==> src/rtl/rd_stream_if.sv <==
// Read-side stream adapter: drains an async FIFO read port into a valid/ready stream
// through a two-entry head/skid buffer. Optional beat counter under RD_STREAM_BEAT_CNT_EN.
module rd_stream_if #(
  parameter int DSIZE   = 8,
  parameter int PKT_LEN = 4
) (
  input  logic             rclk,
  input  logic             rrst_n,
  input  logic [DSIZE-1:0] rdata,
  input  logic             rempty,
  output logic             rinc,
  output logic [DSIZE-1:0] m_data,
  output logic             m_valid,
  input  logic             m_ready,
  output logic             m_last,
  output logic [31:0]      beat_cnt
);

  localparam int PW = (PKT_LEN > 1) ? $clog2(PKT_LEN) : 1;

  typedef enum logic [1:0] {EMPTY = 2'd0, ONE = 2'd1, TWO = 2'd2} cnt_e;

  typedef struct packed {
    logic             last;
    logic [DSIZE-1:0] data;
  } ent_t;

  cnt_e          cnt_q, cnt_d;
  ent_t          head_q, head_d;
  ent_t          skid_q, skid_d;
  logic [PW-1:0] pidx_q, pidx_d;
  ent_t          in_ent;
  logic          push, pop, in_last;

  // Pop strobe looks only at registered occupancy, so m_ready never reaches rinc.
  assign push    = !rempty && (cnt_q != TWO);
  assign rinc    = push;
  assign m_valid = (cnt_q != EMPTY);
  assign pop     = m_valid && m_ready;
  assign m_data  = head_q.data;
  assign m_last  = head_q.last;

  assign in_last = (pidx_q == PW'(PKT_LEN - 1));
  assign in_ent  = {in_last, rdata};

  always_comb begin
    pidx_d = pidx_q;
    if (push) pidx_d = in_last ? '0 : pidx_q + 1'b1;
  end

  always_comb begin
    cnt_d  = cnt_q;
    head_d = head_q;
    skid_d = skid_q;
    case (cnt_q)
      EMPTY: if (push) begin
        head_d = in_ent;
        cnt_d  = ONE;
      end
      ONE: begin
        if (push && pop) begin
          head_d = in_ent;
        end else if (push) begin
          skid_d = in_ent;
          cnt_d  = TWO;
        end else if (pop) begin
          cnt_d  = EMPTY;
        end
      end
      TWO: if (pop) begin
        head_d = skid_q;
        cnt_d  = ONE;
      end
      default: cnt_d = EMPTY;
    endcase
  end

  always_ff @(posedge rclk or negedge rrst_n) begin
    if (!rrst_n) begin
      cnt_q  <= EMPTY;
      head_q <= '0;
      skid_q <= '0;
      pidx_q <= '0;
    end else begin
      cnt_q  <= cnt_d;
      head_q <= head_d;
      skid_q <= skid_d;
      pidx_q <= pidx_d;
    end
  end

`ifdef RD_STREAM_BEAT_CNT_EN
  logic [31:0] beat_cnt_q;

  always_ff @(posedge rclk or negedge rrst_n) begin
    if (!rrst_n)  beat_cnt_q <= '0;
    else if (pop) beat_cnt_q <= beat_cnt_q + 32'd1;
  end

  assign beat_cnt = beat_cnt_q;
`else
  assign beat_cnt = '0;
`endif

endmodule

==> config.mk <==
export PLATFORM = sky130hd
export DESIGN_NAME = rd_stream_if
export DESIGN_NICKNAME = d
export VERILOG_FILES = /design/src/rtl/rd_stream_if.sv
export SDC_FILE = /design/constraint.sdc
export NUM_CORES = 1
export LEC_CHECK = 0
export CAP_MARGIN = 20
export CORE_MARGIN = 4
export CORE_UTILIZATION = 45
export CTS_BUF_LIST = sky130_fd_sc_hd__clkbuf_8 sky130_fd_sc_hd__clkbuf_16
export DETAILED_ROUTE_END_ITERATION = 10
export GPL_ROUTABILITY_DRIVEN = 1
export GPL_TIMING_DRIVEN = 1
export PLACE_DENSITY = 0.93
export SLEW_MARGIN = 20
export SYNTH_ARGS = -nofsm -noshare
export SYNTH_HDL_FRONTEND = slang
export SYNTH_SLANG_ARGS = --single-unit
==> constraint.sdc <==
create_clock -name rclk -period 3.2 [get_ports rclk]
set_clock_uncertainty 0.2 [all_clocks]
set_input_delay 0.64 -clock rclk [delete_from_list [all_inputs] [get_ports rclk]]
set_output_delay 0.64 -clock rclk [all_outputs]
set_load 0.01 [all_outputs]
==> impl_metrics.csv <==
group,metric,value,unit
global_routing,antenna_found_initial,0,
status,status,"finished, final reports clean",
worst_setup_path,r2r_start,"cnt_q[1]",
synthesis,syn_area,1285,sq um
global_routing,overflow,0,
pwr,ir_drop,0.5804,mV
worst_setup_path,crit_end,"rinc",
sta,fin_crit_sh,87.48,%
worst_setup_path,path_delay_family,"buffers and inverters",
placed_design,place.port_buffers,22,
synthesis,async_flop_share,100.0,%
sta,max_freq,0.3572,GHz
global_routing,grt_pass1_vias,741,
synthesis,yosysMostFrequentCell,"buf_4",
global_routing,grtUsageTotal,12.35,%
floorplan,die_y,61.44,microns
layout,drive_gt1_share,31.71,%
synthesis,avgSynthCellArea,12.85,sq um
sta,setup-violations-final,0,
layout,nets,137,
routing,post_drt_wl_per_cell,13.37,microns
worst_setup_path,crit_start,"rempty",
worst_setup_path,cp.depth,3,
synthesis,synth_cell_types,19,
clocking,clk_path_buf_depth,2,
routing,ant_nets,0,
floorplan,core_area,2734,sq um
synthesis,synthTopCellsByCount,"32 x buf_4, 22 x dfrtp_1, 20 x mux2_2",
worst_setup_path,slowest_stage,"clkdlybuf4s50_1",
placed_design,place_hpwl,1572,microns
sta,hold_viol_final,0,
floorplan,row_count,19,
worst_hold_path,worst_hold_path_type,"in2async",
synthesis,ys_seq_elements,22,
clocking,clock_sinks,22,
worst_setup_path,end_kind,"primary output",
pwr,leakage,0.6852,nW
worst_setup_path,crit_path_max_fanout,4,
worst_setup_path,path_cells,"clkdlybuf4s50_1, nor2_2, clkdlybuf4s50_1",
routing,drt-pass1-iter-count,2,
pwr,power,1.143,mW
clocking,clk_pin_slew,80,ps
floorplan,start_util,47.00,%
floorplan,die-area,3774,sq um
routing,routed_via_density,4.481,
routing,drtIter0Drc,5,
worst_setup_path,crit_type,"in2out",
placed_design,dp_cells,150,
synthesis,yosys_warnings,0,
clocking,ctsResizeCount,0,
worst_setup_path,rr_worst_depth,3,
layout,final_cells,154,
clocking,cts_made_buffers,3,
synthesis,yosysTopAreaCell,"dfrtp_1",
global_routing,grt_max_degree,23,
floorplan,num_io_pins,55,
worst_setup_path,worst-path-buf-inv,2,
worst_setup_path,ff2ff_setup_slack,1270,ps
worst_setup_path,cpMostUsedCell,"clkdlybuf4s50_1",
layout,n_antenna_cell,0,
floorplan,die_w,61.44,microns
synthesis,yosysTopAreaCellShare,42.84,%
sta,rsz0062_at_grt,"false",
routing,vias,690,
worst_setup_path,crit_arrival,1960,ps
worst_setup_path,r2r-end,"m_data[5]",
sta,fin_crit,2799,ps
worst_setup_path,slowest_delay,580,ps
clocking,ctsHoldBuffers,0,
layout,final_util,53.55,%
layout,syn_to_final_growth,13.92,%
clocking,cts_tree,"built",
synthesis,synth_edf_count,0,
job,maxCapViolCount,0,
clocking,htree_levels,1,
routing,drc_errors,0,
sta,worst_pin_slew,512.7,ps
pwr,power_density,780.9,nW/um^2
sta,slew_headroom,65.71,%
placed_design,gp_congestion,0.6592,
worst_setup_path,crit_required,2360,ps
worst_setup_path,start_kind,"primary input",
clocking,post_cts_buffers,0,
sta,tns,0,ps
clocking,clock_latency,260,ps
clocking,cts-root-buf,"clkbuf_8",
synthesis,netlist_top_cells_area,"dfrtp_1 43%, buf_4 19%, mux2_2 18%",
routing,wirelength,2059,microns
synthesis,syn_inst,100,
synthesis,synthFlopType,"dfrtp_1",
synthesis,seq_area_frac_synth,42.84,%
sta,drv_slew,0,
global_routing,grt_pass1_wl,3401,microns
[placed cells by master (no fill, tap or decap)]
| cell | n |
|---|---|
| inv_1 | 1 |
| clkbuf_8 | 3 |
| nor3_4 | 1 |
| a22o_2 | 1 |
| nand2b_1 | 1 |
| bufinv_16 | 1 |
| nor2_2 | 1 |
| clkdlybuf4s50_1 | 21 |
| conb_1 | 32 |
| buf_2 | 1 |
| ha_1 | 1 |
| mux2_2 | 20 |
| o21ai_0 | 1 |
| mux2_4 | 9 |
| nor2b_4 | 1 |
| a21o_1 | 1 |
| or2_2 | 1 |
| xnor2_1 | 1 |
| nand2_1 | 1 |
| nor2_1 | 2 |
| dfrtp_1 | 22 |
[where the power goes]
group	switching, mW	internal [mW]	total, mW	leakage, nW
Clock	0.0858	0.167	0.253	0.0357
Combinational	0.154	0.265	0.419	0.386
Sequential	0.0709	0.400	0.471	0.263
[worst min path at each step]
stage / endpoint / slack (ps) / cells after the start
CTS: skid_q[5] / 310 / 1
global route: m_data[1] / 160 / 1
floorplan: cnt_q[0] / 140 / 0
detailed placement: skid_q[5] / 290 / 1
global placement: skid_q[7] / 280 / 1
finish: skid_q[1] / 130 / 1
[sequential cells by signal, summed over array words and instances (netlist names)]
signal and count:
m_data 8, cnt_q 2, skid_q 9, m_last 1, pidx_q 2
[worst register-to-register path, stage by stage, from the launching register on]
cell     delay (ps)
dfrtp_1         440
nor2b_4         410
a22o_2          430
mux2_4          340
[logic make-up (layout without fill, tap and decap cells)]
logic type | Yosys count | in the layout | synth area share [%]
buffers and inverters | 35 | 27 | 20.74
AOI/OAI and AO/OA | 3 | 3 | 1.753
and+or+nand+nor | 8 | 8 | 4.675
muxes | 29 | 29 | 28.04
xor gates and xnor gates | 1 | 1 | 0.6817
other | 1 | 32 | 0.2918
adders and majority gates | 1 | 1 | 0.9736
DFF | 22 | 22 | 42.84
[routing by layer]
| metal | global-route usage (%) | vias to the layer above | share of wire, % |
|---|---|---|---|
| met5 | 0 | - | 0 |
| met4 | 5.758 | 0 | 1.8 |
| met3 | 3.354 | 4 | 11 |
| met2 | 20.69 | 43 | 50 |
| met1 | 14.74 | 327 | 37 |
| li1 | - | 316 | - |
[metrics by stage]
| step | worst slack, ps | hold slack [ps] | cell area [sq um] |
|---|---|---|---|
| floorplan | 1357 | 144.4 | 1401 |
| global placement | 452.6 | 283.6 | 1398 |
| detailed placement | 410.6 | 293.8 | 1398 |
| CTS | 386.9 | 310.8 | 1469 |
| global route | 353.3 | 164.9 | 1464 |
| finish | 400.6 | 126.6 | 1464 |
[layout make-up]
| cell class | count | area (sq um) |
|---|---|---|
| fill | 225 | 1270 |
| multi-input combinational | 74 | 584.3 |
| sequential | 22 | 550.5 |
| timing repair buffer | 22 | 215.2 |
| clock buffer | 3 | 41.29 |
| tap | 31 | 38.79 |
| clock inverter | 1 | 30.03 |
| inverter | 1 | 3.754 |
Power figures use the tool's default switching activity.
